--- src/rtl/mcycle_cpu.sv ---
// Multi-cycle 16-bit-instruction CPU: FETCH/EXEC/MEM/HALT sequencer with a small
// register file, carry flag and a ready-handshaked data memory port.
module mcycle_cpu #(
  parameter int DW   = 8,
  parameter int NREG = 8,
  parameter int PCW  = 4
) (
  input  logic           clk,
  input  logic           rst,
  output logic [PCW-1:0] imem_addr,
  input  logic [15:0]    imem_rdata,
  output logic [3:0]     dmem_addr,
  output logic [DW-1:0]  dmem_wdata,
  input  logic [DW-1:0]  dmem_rdata,
  output logic           dmem_we,
  output logic           dmem_re,
  input  logic           dmem_ready,
  output logic           halted,
  output logic           carry,
  output logic           illegal
);

  typedef enum logic [1:0] {S_FETCH, S_EXEC, S_MEM, S_HALT} state_e;

  localparam logic [3:0] OP_ADD  = 4'h0;
  localparam logic [3:0] OP_ADDI = 4'h1;
  localparam logic [3:0] OP_AND  = 4'h2;
  localparam logic [3:0] OP_OR   = 4'h3;
  localparam logic [3:0] OP_MUL  = 4'h4;
  localparam logic [3:0] OP_STUR = 4'h6;
  localparam logic [3:0] OP_LDUR = 4'h7;
  localparam logic [3:0] OP_SUB  = 4'h8;
  localparam logic [3:0] OP_HALT = 4'h9;
  localparam logic [3:0] OP_BNZ  = 4'hA;
  localparam int AW = (NREG > 1) ? $clog2(NREG) : 1;

  state_e          state_q;
  logic [PCW-1:0]  pc_q;
  logic [15:0]     ir_q;
  logic [DW-1:0]   regs_q [NREG];
  logic            carry_q, halted_q, illegal_q;
  logic            dmem_we_q, dmem_re_q;
  logic [3:0]      dmem_addr_q;
  logic [DW-1:0]   dmem_wdata_q;

  logic [3:0]      op_f, rd_f, rn_f, rm_f;
  logic [DW-1:0]   rd_val, rn_val, rm_val;
  logic [DW-1:0]   alu_res_d;
  logic [DW:0]     sum;
  logic            carry_d, alu_wr;

  function automatic logic in_range(input logic [3:0] idx);
    return ({1'b0, idx} < 5'(NREG));
  endfunction

  assign op_f = ir_q[15:12];
  assign rd_f = ir_q[11:8];
  assign rn_f = ir_q[7:4];
  assign rm_f = ir_q[3:0];

  // Out-of-range register indices read as zero.
  assign rd_val = in_range(rd_f) ? regs_q[rd_f[AW-1:0]] : '0;
  assign rn_val = in_range(rn_f) ? regs_q[rn_f[AW-1:0]] : '0;
  assign rm_val = in_range(rm_f) ? regs_q[rm_f[AW-1:0]] : '0;

  always_comb begin
    alu_res_d = '0;
    carry_d   = carry_q;
    alu_wr    = 1'b0;
    sum       = '0;
    case (op_f)
      OP_ADD: begin
        sum       = {1'b0, rn_val} + {1'b0, rm_val};
        alu_res_d = sum[DW-1:0];
        carry_d   = sum[DW];
        alu_wr    = 1'b1;
      end
      OP_ADDI: begin
        sum       = {1'b0, rn_val} + (DW+1)'(rm_f);
        alu_res_d = sum[DW-1:0];
        carry_d   = sum[DW];
        alu_wr    = 1'b1;
      end
      OP_AND: begin
        alu_res_d = rn_val & rm_val;
        alu_wr    = 1'b1;
      end
      OP_OR: begin
        alu_res_d = rn_val | rm_val;
        alu_wr    = 1'b1;
      end
      OP_MUL: begin
        alu_res_d = rn_val * rm_val;
        alu_wr    = 1'b1;
      end
      OP_SUB: begin
        alu_res_d = rn_val - rm_val;
        carry_d   = (rn_val < rm_val);
        alu_wr    = 1'b1;
      end
      default: begin
        alu_wr = 1'b0;
      end
    endcase
  end

  // halted and illegal are predecoded at FETCH so they are valid during EXEC.
  always_ff @(posedge clk or posedge rst) begin
    if (rst) begin
      state_q      <= S_FETCH;
      pc_q         <= '0;
      ir_q         <= '0;
      for (int i = 0; i < NREG; i++) regs_q[i] <= '0;
      carry_q      <= 1'b0;
      halted_q     <= 1'b0;
      illegal_q    <= 1'b0;
      dmem_we_q    <= 1'b0;
      dmem_re_q    <= 1'b0;
      dmem_addr_q  <= '0;
      dmem_wdata_q <= '0;
    end else begin
      case (state_q)
        S_FETCH: begin
          ir_q      <= imem_rdata;
          illegal_q <= (imem_rdata[15:12] >= 4'hB);
          halted_q  <= (imem_rdata[15:12] == OP_HALT);
          state_q   <= S_EXEC;
        end
        S_EXEC: begin
          illegal_q <= 1'b0;
          carry_q   <= carry_d;
          if (alu_wr && in_range(rd_f)) regs_q[rd_f[AW-1:0]] <= alu_res_d;
          case (op_f)
            OP_STUR: begin
              dmem_we_q    <= 1'b1;
              dmem_addr_q  <= rd_f;
              dmem_wdata_q <= rn_val;
              state_q      <= S_MEM;
            end
            OP_LDUR: begin
              dmem_re_q   <= 1'b1;
              dmem_addr_q <= rd_f;
              state_q     <= S_MEM;
            end
            OP_BNZ: begin
              pc_q    <= (rd_val != '0) ? ir_q[PCW-1:0] : pc_q + PCW'(1);
              state_q <= S_FETCH;
            end
            OP_HALT: begin
              state_q <= S_HALT;
            end
            default: begin
              pc_q    <= pc_q + PCW'(1);
              state_q <= S_FETCH;
            end
          endcase
        end
        S_MEM: begin
          if (dmem_ready) begin
            if (dmem_re_q && in_range(rn_f)) regs_q[rn_f[AW-1:0]] <= dmem_rdata;
            dmem_we_q <= 1'b0;
            dmem_re_q <= 1'b0;
            pc_q      <= pc_q + PCW'(1);
            state_q   <= S_FETCH;
          end else begin
            state_q <= S_MEM;
          end
        end
        S_HALT: begin
          state_q <= S_HALT;
        end
        default: begin
          state_q <= S_FETCH;
        end
      endcase
    end
  end

  assign imem_addr  = pc_q;
  assign dmem_addr  = dmem_addr_q;
  assign dmem_wdata = dmem_wdata_q;
  assign dmem_we    = dmem_we_q;
  assign dmem_re    = dmem_re_q;
  assign halted     = halted_q;
  assign carry      = carry_q;
  assign illegal    = illegal_q;

endmodule

--- config.mk ---
export PLATFORM = sky130hd
export DESIGN_NAME = mcycle_cpu
export DESIGN_NICKNAME = d
export VERILOG_FILES = /design/src/rtl/mcycle_cpu.sv
export SDC_FILE = /design/constraint.sdc
export NUM_CORES = 1
export LEC_CHECK = 0
export CORE_ASPECT_RATIO = 0.5
export CORE_UTILIZATION = 60
export DETAILED_ROUTE_END_ITERATION = 6
export PLACE_DENSITY_LB_ADDON = 0.2
export SYNTH_ARGS = -nofsm -noshare
export SYNTH_HDL_FRONTEND = slang
export SYNTH_SLANG_ARGS = --single-unit
--- constraint.sdc ---
create_clock -name clk -period 9.64 [get_ports clk]
set_input_delay 2.892 -clock clk [delete_from_list [all_inputs] [get_ports clk]]
set_output_delay 2.892 -clock clk [all_outputs]
set_load 0.01 [all_outputs]
After elaboration in Yosys (flattened, before gate mapping)
Index checks and enable logic that the tools add are counted.
Storage, ports and cells
  flip-flop bits (word level): 103
  bits in latches: 0
  memory bits (writable): 0
  memory bits (read-only): 0
  input bits: 27
  output and inout port bits: 21
  logic and storage cells: 115
  memories kept: 0
Operators by class
  $add $sub $neg: 4
  multipliers: 1
  divide/modulo/power cells: 0
  order comparisons: 10
  equal/unequal tests: 19
  shift operators: 0
  mux-type cells: 38
  bitwise logic cells: 5
  reduce and logical (&&, ||, !) cells: 20
Operators with widths (number)
  $mux 64: 3
  $bwmux 64: 2
  $pmux 64 s2: 1
  $mux 8: 11
  $bmux 8 s3: 3
  $demux 8 s3: 2
  $pmux 8 s6: 1
  $eq 4x4->1 const B: 4
  $ge 4x4->1 const B: 4
  $pmux 4 s2: 2
  $eq 4x3->1 const B: 3
  $lt 4x4->1 const B: 3
  $ne 2x2->1 const B: 6
  $not 3->4: 3
  $add 8x4->9: 1
  $add 8x8->9: 1
  $reduce_and 3->1: 3
  $and 8x8->8: 1
  $eq 4x2->1 const B: 2
  $lt 4x1->1 const B: 2
  $lt 8x8->1: 1
  $mul 8x8->8: 1
  $mux 4: 2
  $or 8x8->8: 1
  other kinds (22): 34

Depth between registers and ports, before layout
Gate-level depths: netlist (run 1).
  depth in word-level cells: 10
  gate-level depth with buffers: 26
  depth with buffers taken out: 22

Least setup slack after synthesis (run 1)
No wires, ideal clock.
  path kind: reg-to-reg
  start point: register ir_q[6]
  end point: register regs_q[39] (netlist name)
  library setup time: 77 ps
  arrival time: 5399 ps
  data required time: 9563 ps
  slack: 4164 ps
  cell stages (with the launch flop): 26
  path buffers: 4
  clock period less this slack: 5476 ps
  cells stage by stage: dfrtp_1 > buf_4 > buf_6 > buf_2 > buf_2 > a21oi_1 > a2bb2oi_1 > a21oi_1 > o21bai_1 > inv_1 > ha_1 > fa_1 > fa_1 > ha_1 > inv_1 > fa_1 > inv_1 > ha_1 > a21o_1 > a21oi_1 > xnor2_1 > xnor2_1 > xnor2_1 > nand2b_1 > mux2_4 > a21oi_1
On the way
  longest elaborated chain between the ends: 10
  elaborated cells on any way between the ends: 27
  those cells by class: add/sub (3); mul (1); order compare (3); eq/ne (1); mux (13); bitwise (3); reduce/logical (3)
Ends and longest elaborated chain
  start: declaration: RTL line 39  | logic [15:0] ir_q;
  start signal: assignment: RTL line 124  | ir_q <= imem_rdata;
  $not 3->4 (not written as such): RTL line 63  | assign rn_val = in_range(rn_f) ? regs_q[rn_f[AW-1:0]] : '0;
  $bmux 8 s3: RTL line 63
  $mux 8 (not written as such) (2 in a row): RTL line 63
  $mux 8 *: RTL line 63
  via rn_val[2]: RTL line 47  | logic [DW-1:0] rd_val, rn_val, rm_val;
  $mul 8x8->8, or another cell as far along: RTL line 93  | alu_res_d = rn_val * rm_val;
  $pmux 8 s6 *: RTL line 71  | case (op_f)
  $bwmux 64 *: RTL line 132  | if (alu_wr && in_range(rd_f)) regs_q[rd_f[AW-1:0]] <= alu_res_d;
  $mux 64 *: RTL line 132
  $pmux 64 s2 *: RTL line 122  | case (state_q)
  end signal: indexed assignment: RTL line 132
  end signal: indexed assignment: RTL line 160  | if (dmem_re_q && in_range(rn_f)) regs_q[rn_f[AW-1:0]] <= dmem_rdata;
  end: declaration: RTL line 40  | logic [DW-1:0] regs_q [NREG];
Mark *: on every way through the listed nets, which the timed path passes. The rest lies on a longest branch. The select of a mux whose other input is x is not followed.
A chain may end at the register's enable or synchronous reset.

Final worst setup path (run 1)
  start point: register ir_q[4]
  end point: register regs_q[13] (netlist name)
The elaborated chain is that of the path after synthesis.

==> reports/metrics.yaml, run 1 <==
dieArea_um2: 14200
fmax_mhz: 146
setup_tns_ns: 0
cts_sinks: 103
yosysWarnings: 0
cts_tree: "yes"
cts_buffers: 9
postCtsHoldBufs: 0
crit_path_end_kind: "flop"
avgSynthCellArea_um2: 9.10
antenna_cells: 0
hold_viol_final: 0
avgRoutedWirePerCell_um: 25.0
clock_path_buffers: 2
clkSlewWorstSetupHoldPaths_ns: 0.08
drive_gt1_share_pct: 10.6
place_congestion: 1.01
final_net_count: 1007
grt_pass1_wl_um: 42900
rsz0062_at_grt: "no"
fin_skew_ns: 0.0104
dr.pass1.iters: 6
final_cells: 1095
worst_hold_path_type: "flop to flop"
multiInputGateArea_um2: 5160
die_h_um: 84.6
drtAntennaViolNets: 0
final_common_cell: "dfrtp_1"
cp-start-kind: "flop"
grt_overflow: 0
holdWs_ns: 0.483
r2r-start: "ir_q[4]$_DFFE_PP0P_"
drc: 0
port_buffers: 47
outcome: "complete, no violations"
cts_setup_buffers: 0
min_period_ns: 6.86
synth_seq_cells: 103
die_x_um: 167
syn_inst: 900
most-common-layout-cells: "dfrtp_1, nor2_1, a21oi_1"
grt_max_degree: 55
arrival_ns: 7.12
coreArea_um2: 13000
async_flop_share_pct: 100
cts_root_buf: "clkbuf_16"
grt_antenna_before_repair: 1
place_inst: 1079
io_pins: 48
startpoint: "ir_q[4]$_DFFE_PP0P_"
clock_latency_ns: 0.36
synth_area_um2: 8190
viasPerCell: 7.04
cts_resized: 0
report.final.slew_viol_count: 0
drt_iter0_markers: 1193
initial_core_util_pct: 63.1
vias: 7713
seqCellArea_um2: 2580
whs_path_depth: 2
worstPathMaxFanout: 25
area_growth_pct: 10.5
synth_ff_type: "dfrtp_1"
synth_edf_count: 0
tightest_slew_ns: 1.24
critPathKind: "flop to flop"
grt_pass1_vias: 7406
setup_violations: 0
grt_use_total_pct: 40.4
rr_worst_depth: 19
yosysUniqueCellTypes: 70
dp_hpwl_um: 20500
fill_cells: 1042
crit_required_ns: 9.89
syn_nets: 987
maxCapViolCount: 0
final.period_utilization_pct: 71.2
row_count: 29
wl_um: 27400
hold_start: "dmem_wdata[4]$_DFFE_PP0P_"
cts_htree_levels: 3
slew-limit-headroom_pct: 17.1
ys_seq_area_share_pct: 31.5
[per-stage QoR]
stage | instance area (um2) | worst slack [ns] | utilization, %
4_1_cts | 9040 | 3.03 | 69.6
2_1_floorplan | 8190 | 4.04 | -
3_5_place_dp | 8740 | 3.00 | 67.3
5_1_grt | 9050 | 2.43 | 69.7
6_report | 9050 | 2.78 | 69.7
3_3_place_gp | 8740 | 3.21 | 67.3
[synthesized netlist by cell type, drive strengths merged, types with 9 or more instances]
cell	instances	area [um2]
nor3	25	130
nand2b	9	56.3
o221ai	29	254
nand2	70	263
dfrtp	103	2580
clkbuf	33	124
fa	15	300
mux2	22	251
nor2	84	315
nand3	19	100
ha	45	563
buf	21	139
mux4	22	495
o21a	28	210
a22oi	28	215
nand4	11	68.8
a21oi	74	370
inv	53	199
xnor2	16	140
a21o	13	97.6
or2	10	62.6
nor2b	10	62.6
o21ai	51	255
mux2i	23	243
nor4	12	90.1
[critical path, cell delays in order, from the launching register on]
cell	delay [ns]
dfrtp_1	0.91
inv_1	0.38
a221oi_1	0.33
a21oi_1	0.08
o21bai_1	0.53
inv_1	0.23
ha_1	0.32
fa_1	0.46
fa_1	0.50
ha_1	0.30
inv_1	0.06
fa_1	0.54
inv_1	0.04
ha_1	0.33
xor2_1	0.19
a221oi_1	0.29
o21ai_0	0.14
a21oi_1	0.77
o21ai_0	0.16
a22o_1	0.21
[cell families (layout without fill, tap and decap cells)]
family | count (synthesis) | after routing | synth area share, %
mux | 67 | 67 | 12.1
buf+inv | 108 | 133 | 5.68
xor+xnor | 24 | 24 | 2.73
fa+ha+maj | 61 | 61 | 10.7
flops | 103 | 103 | 31.5
compound gates | 266 | 266 | 21.4
simple gates | 271 | 271 | 15.9
[routing by layer]
metal  GRT usage (%)  share of wire, %  vias to the layer above
met1            55.9                41                     3745
li1                -                 -                     3324
met4            11.8               3.0                        0
met5               0                 0                        -
met2            60.0                42                      548
met3            14.2                14                       96
[final timing paths]
| path | slack [ns] | endpoint |
|---|---|---|
| max | 2.78 | regs_q[13]$_DFFE_PP0P_ |
| min | 0.48 | dmem_wdata[4]$_DFFE_PP0P_ |
| max reg2reg | 2.78 | regs_q[13]$_DFFE_PP0P_ |
| min reg2reg | 0.48 | dmem_wdata[4]$_DFFE_PP0P_ |
| max in group asynchronous | 5.50 | regs_q[50]$_DFFE_PP0P_ |
| min in group asynchronous | 2.99 | dmem_we$_DFFE_PP0P_ |
[final cells by class]
| type | instances | area share (%) |
|---|---|---|
| Clock inverter | 6 | 0.802 |
| Clock buffer | 10 | 2.53 |
| Inverter | 54 | 2.27 |
| Tap cell | 170 | 2.35 |
| Timing Repair Buffer | 63 | 6.53 |
| Sequential cell | 103 | 28.5 |
| Multi-Input combinational cell | 689 | 57.0 |
[registers in the layout, indices dropped and copies added (netlist names)]
name and cells:
dmem_addr 4, carry 1, dmem_we 1, ir_q 16, illegal 1, state_q 2, imem_addr 4, dmem_wdata 8
regs_q 64, dmem_re 1, halted 1
Power of run 1 is not shown: default switching activity piles up to over one toggle a cycle in this logic, so the estimate is an artifact.
==> run 2, diff against run 1 <==
--- a/config.mk
+++ b/config.mk
@@ -6,7 +6,7 @@
 export NUM_CORES = 1
 export LEC_CHECK = 0
 export CORE_ASPECT_RATIO = 0.5
-export CORE_UTILIZATION = 60
+export CORE_UTILIZATION = 55
 export DETAILED_ROUTE_END_ITERATION = 6
 export PLACE_DENSITY_LB_ADDON = 0.2
 export SYNTH_ARGS = -nofsm -noshare
==> constraint.sdc (replaced) <==
create_clock -name clk -period 5.8 [get_ports clk]
set_input_delay 1.74 -clock clk [delete_from_list [all_inputs] [get_ports clk]]
set_output_delay 1.74 -clock clk [all_outputs]
set_load 0.01 [all_outputs]
==> reports/metrics.yaml, run 2 (synthesis results as in run 1) <==
cp-start-kind: "flop"
drc: 0
grt_antenna_before_repair: 0
largest_register_ffs: 64
clock_latency_ns: 0.36
hold_end: "dmem_wdata[4]$_DFFE_PP0P_"
whs_path_depth: 2
io_pins: 48
crit_path_end_kind: "flop"
maxCapViolCount: 0
cts_buffers: 9
dieArea_um2: 15400
outcome: "complete, no violations"
drive_gt1_share_pct: 14.6
dr.pass1.iters: 5
fill_cells: 1230
grt_pass1_vias: 7222
setup_tns_ns: 0
final.period_utilization_pct: 96.2
avgRoutedWirePerCell_um: 23.7
r2r-start: "ir_q[5]$_DFFE_PP0P_"
most-common-layout-cells: "dfrtp_1, nor2_1, a21oi_1"
worst_hold_path_type: "flop to flop"
die_x_um: 175
clock_path_buffers: 2
wl_um: 27400
arrival_ns: 5.86
dp_hpwl_um: 20800
fin_skew_ns: 0.0152
vias: 7739
critPathKind: "flop to flop"
setup_violations: 0
port_buffers: 47
cts_tree: "yes"
cts_root_buf: "clkbuf_16"
worstPathMaxFanout: 15
die_h_um: 88.3
multiInputGateArea_um2: 5160
hold_viol_final: 0
regMostFlops: "regs_q"
drtAntennaViolNets: 0
initial_core_util_pct: 56.5
report.final.slew_viol_count: 0
cts_sinks: 103
drt_iter0_markers: 859
final_common_cell: "dfrtp_1"
place_congestion: 1.06
fmax_mhz: 179
crit_required_ns: 6.08
min_period_ns: 5.58
row_count: 31
rr_worst_depth: 22
cts_htree_levels: 3
slew-limit-headroom_pct: 27.1
hold_start: "dmem_wdata[4]$_DFFE_PP0P_"
clkSlewWorstSetupHoldPaths_ns: 0.08
grt_overflow: 0
antenna_cells: 0
postCtsHoldBufs: 0
r2r_setup_slack_ns: 0.22
rsz0062_at_grt: "no"
grt_pass1_wl_um: 42300
reg2reg_to: "regs_q[55]$_DFFE_PP0P_"
tightest_slew_ns: 1.09
grt_max_degree: 68
seqCellArea_um2: 2580
area_growth_pct: 14.8
final_net_count: 1044
viasPerCell: 6.67
grt_use_total_pct: 36.7
coreArea_um2: 14500
==> run 2: changes by cell type in the layout (fill, tap and decap cells not counted), moves of 2 or more <==
cell	before	now
buf_4	16	51
clkinv_8	0	2
dfrtp_1	103	100
dfrtp_2	0	3
ha_1	45	43
ha_2	0	2
inv_6	3	1
==> run 2: final cells by class <==
| type | count | area share, % |
|---|---|---|
| clock buffer | 9 | 2.39 |
| clock inverter | 7 | 1.05 |
| inverter | 54 | 2.18 |
| multi-input combinational | 689 | 54.9 |
| sequential | 103 | 27.4 |
| tap | 198 | 2.63 |
| timing repair buffer | 100 | 9.41 |
==> run 2: timing repair <==
action	4_1_cts	5_1_grt
resized for setup	0	6
endpoints found under the setup margin	0	24
setup buffers	0	3
==> run 2: through the flow <==
step	cells	hold slack, ns	cell area [um2]	worst slack (ns)	utilization (%)
after floorplan	900	0.482	8190	0.324	-
after global placement	1141	0.459	9030	0.215	62.3
after detailed placement	1141	0.474	9030	0.128	62.3
after CTS	1157	0.492	9360	0.0763	64.5
after global routing	1160	0.521	9410	0.000414	64.8
final	1160	0.484	9410	0.220	64.8
==> run 2: how the worst max path moves through the flow <==
| stage | start | end | depth (start not counted) |
|---|---|---|---|
| 6_report | ir_q[5]$_DFFE_PP0P_ | regs_q[55]$_DFFE_PP0P_ | 22 |
| 2_1_floorplan | ir_q[6]$_DFFE_PP0P_ | regs_q[39]$_DFFE_PP0P_ | 25 |
| 5_1_grt | ir_q[5]$_DFFE_PP0P_ | regs_q[15]$_DFFE_PP0P_ | 22 |
| 3_5_place_dp | ir_q[6]$_DFFE_PP0P_ | regs_q[55]$_DFFE_PP0P_ | 21 |
| 4_1_cts | ir_q[6]$_DFFE_PP0P_ | regs_q[55]$_DFFE_PP0P_ | 21 |
| 3_3_place_gp | ir_q[6]$_DFFE_PP0P_ | regs_q[39]$_DFFE_PP0P_ | 21 |
==> run 2: metal layers <==
| metal | GRT usage, % | vias to the layer above | wire, um |
|---|---|---|---|
| met4 | 9.57 | 0 | 518 |
| met1 | 53.4 | 3779 | 12000 |
| met3 | 8.51 | 59 | 3180 |
| met2 | 55.2 | 481 | 11700 |
| li1 | - | 3420 | - |
| met5 | 0 | - | 0 |
==> run 2: critical path, stage by stage (launching register included) <==
cell,delay [ns]
dfrtp_1,0.43
buf_6,0.20
mux2_2,0.35
a221o_1,0.31
a22oi_2,0.29
or2_1,0.17
inv_1,0.09
nand2_1,0.09
fa_1,0.42
inv_1,0.08
ha_1,0.24
fa_1,0.54
inv_1,0.05
fa_1,0.52
inv_1,0.04
ha_1,0.31
a21oi_1,0.18
xnor2_1,0.22
xnor2_1,0.15
xnor2_1,0.15
nand2b_1,0.15
mux2_4,0.35
a21oi_1,0.16
Power of run 2 is left out for the same reason.
==> run 3, diff against run 2 <==
--- a/config.mk
+++ b/config.mk
@@ -5,9 +5,12 @@
 export SDC_FILE = /design/constraint.sdc
 export NUM_CORES = 1
 export LEC_CHECK = 0
+export CAP_MARGIN = 20
 export CORE_ASPECT_RATIO = 0.5
 export CORE_UTILIZATION = 55
+export CTS_CLUSTER_SIZE = 30
 export DETAILED_ROUTE_END_ITERATION = 6
+export HOLD_SLACK_MARGIN = 0.1
 export PLACE_DENSITY_LB_ADDON = 0.2
 export SYNTH_ARGS = -nofsm -noshare
 export SYNTH_HDL_FRONTEND = slang
==> reports/metrics.yaml, run 3 (synthesis results as in run 1) <==
drive_gt1_share_pct: 14.6
min_period_ns: 5.58
rsz0062_at_grt: "no"
io_pins: 48
fill_cells: 1228
postCtsHoldBufs: 0
maxCapViolCount: 0
setup_tns_ns: 0
worst_hold_path_type: "flop to flop"
dpl-instance-area_um2: 9030
regMostFlops: "regs_q"
fin_skew_ns: 0.0157
dp_hpwl_um: 20800
critPathKind: "flop to flop"
cp_top_family: "adder cells"
largest_register_ffs: 64
hold_viol_final: 0
critPathSlowestCell: "fa_1"
cp-start-kind: "flop"
crit_required_ns: 6.07
dr.pass1.iters: 5
outcome: "complete, no violations"
clkSlewWorstSetupHoldPaths_ns: 0.08
drtAntennaViolNets: 0
grt_pass1_vias: 7222
arrival_ns: 5.85
initial_core_util_pct: 56.5
clock_latency_ns: 0.36
fmax_mhz: 179
viasPerCell: 6.67
cts_root_buf: "clkbuf_16"
worstPathCellList: "buf_6 > mux2_2 > a221o_1 > a22oi_2 > or2_1 > inv_1 > nand2_1 > fa_1 > inv_1 > ha_1 > fa_1 > inv_1 > fa_1 > inv_1 > ha_1 > a21oi_1 > xnor2_1 > xnor2_1 > xnor2_1 > nand2b_1 > mux2_4 > a21oi_1"
most-common-layout-cells: "dfrtp_1, nor2_1, a21oi_1"
wl_um: 27200
post-route-util_pct: 64.9
dieArea_um2: 15400
port_buffers: 47
crit_path_end_kind: "flop"
cpMostUsedCell: "inv_1"
final.period_utilization_pct: 96.1
final_net_count: 1045
final_common_cell: "dfrtp_1"
clock_path_buffers: 2
antenna_cells: 0
avgRoutedWirePerCell_um: 23.4
cts_sinks: 103
grt_pass1_wl_um: 42300
slew-limit-headroom_pct: 25.8
place_congestion: 1.06
holdWs_ns: 0.483
coreArea_um2: 14500
cts_tree: "yes"
area_growth_pct: 15.0
setup_violations: 0
vias: 7743
multiInputGateArea_um2: 5160
die_x_um: 175
drc: 0
grt_use_total_pct: 36.7
grt_max_degree: 68
worstPathMaxFanout: 15
grt_overflow: 0
report.final.slew_viol_count: 0
tightest_slew_ns: 1.11
grt_antenna_before_repair: 0
row_count: 31
timing.critical_path.buf_inv: 5
cts_htree_levels: 3
cts_buffers: 9
seqCellArea_um2: 2580
die_h_um: 88.3
critPathMaxStageDelay_ns: 0.54
drt_iter0_markers: 879
design_area_um2: 9420
==> run 3: cell count changes in the layout (fill, tap and decap cells not counted), sizes merged <==
cell / change
buf: +1
==> run 3: tightest hold or removal path, stage by stage, from the launching register on <==
cell,delay (ns)
dfrtp_1,0.35
nand2_1,0.05
o21ai_0,0.06
==> run 3: what timing repair did <==
| item | CTS | global route |
|---|---|---|
| resized for setup | 0 | 6 |
| hold endpoints to repair | 0 | 0 |
| setup buffers | 0 | 3 |
| endpoints found under the setup margin | 0 | 24 |
==> run 3: final timing paths <==
check / to / start / slack [ns] / cells after the start
worst max-delay path: regs_q[55]$_DFFE_PP0P_ / ir_q[5]$_DFFE_PP0P_ / 0.22 / 22
worst min-delay path: dmem_wdata[4]$_DFFE_PP0P_ / dmem_wdata[4]$_DFFE_PP0P_ / 0.48 / 2
worst max register to register: regs_q[55]$_DFFE_PP0P_ / ir_q[5]$_DFFE_PP0P_ / 0.22 / 22
worst min register to register: dmem_wdata[4]$_DFFE_PP0P_ / dmem_wdata[4]$_DFFE_PP0P_ / 0.48 / 2
max in group asynchronous: regs_q[26]$_DFFE_PP0P_ / rst / 3.01 / 3
min in group asynchronous: dmem_re$_DFFE_PP0P_ / rst / 1.92 / 2
==> run 3: layout make-up <==
type                    count  area share, %
multi-input cells         689           54.8
flip-flops and latches    103           27.4
repair buffers            101           9.55
well taps                 198           2.63
clock buffers               9           2.39
inverters                  54           2.18
clock inverters             7           1.05
==> run 3: layer usage <==
layer  share of wire [%]  GRT usage, %
met5                   0             0
met4                 1.9          9.57
met3                  11          8.51
met2                  43          55.2
met1                  44          53.4
==> run 3: stage by stage <==
step	std cells	setup WS (ns)
floorplan	900	0.324
global placement	1141	0.215
detailed placement	1141	0.128
CTS	1157	0.0763
global route	1161	0.000414
finish	1161	0.224
Power of run 3 is left out for the same reason.
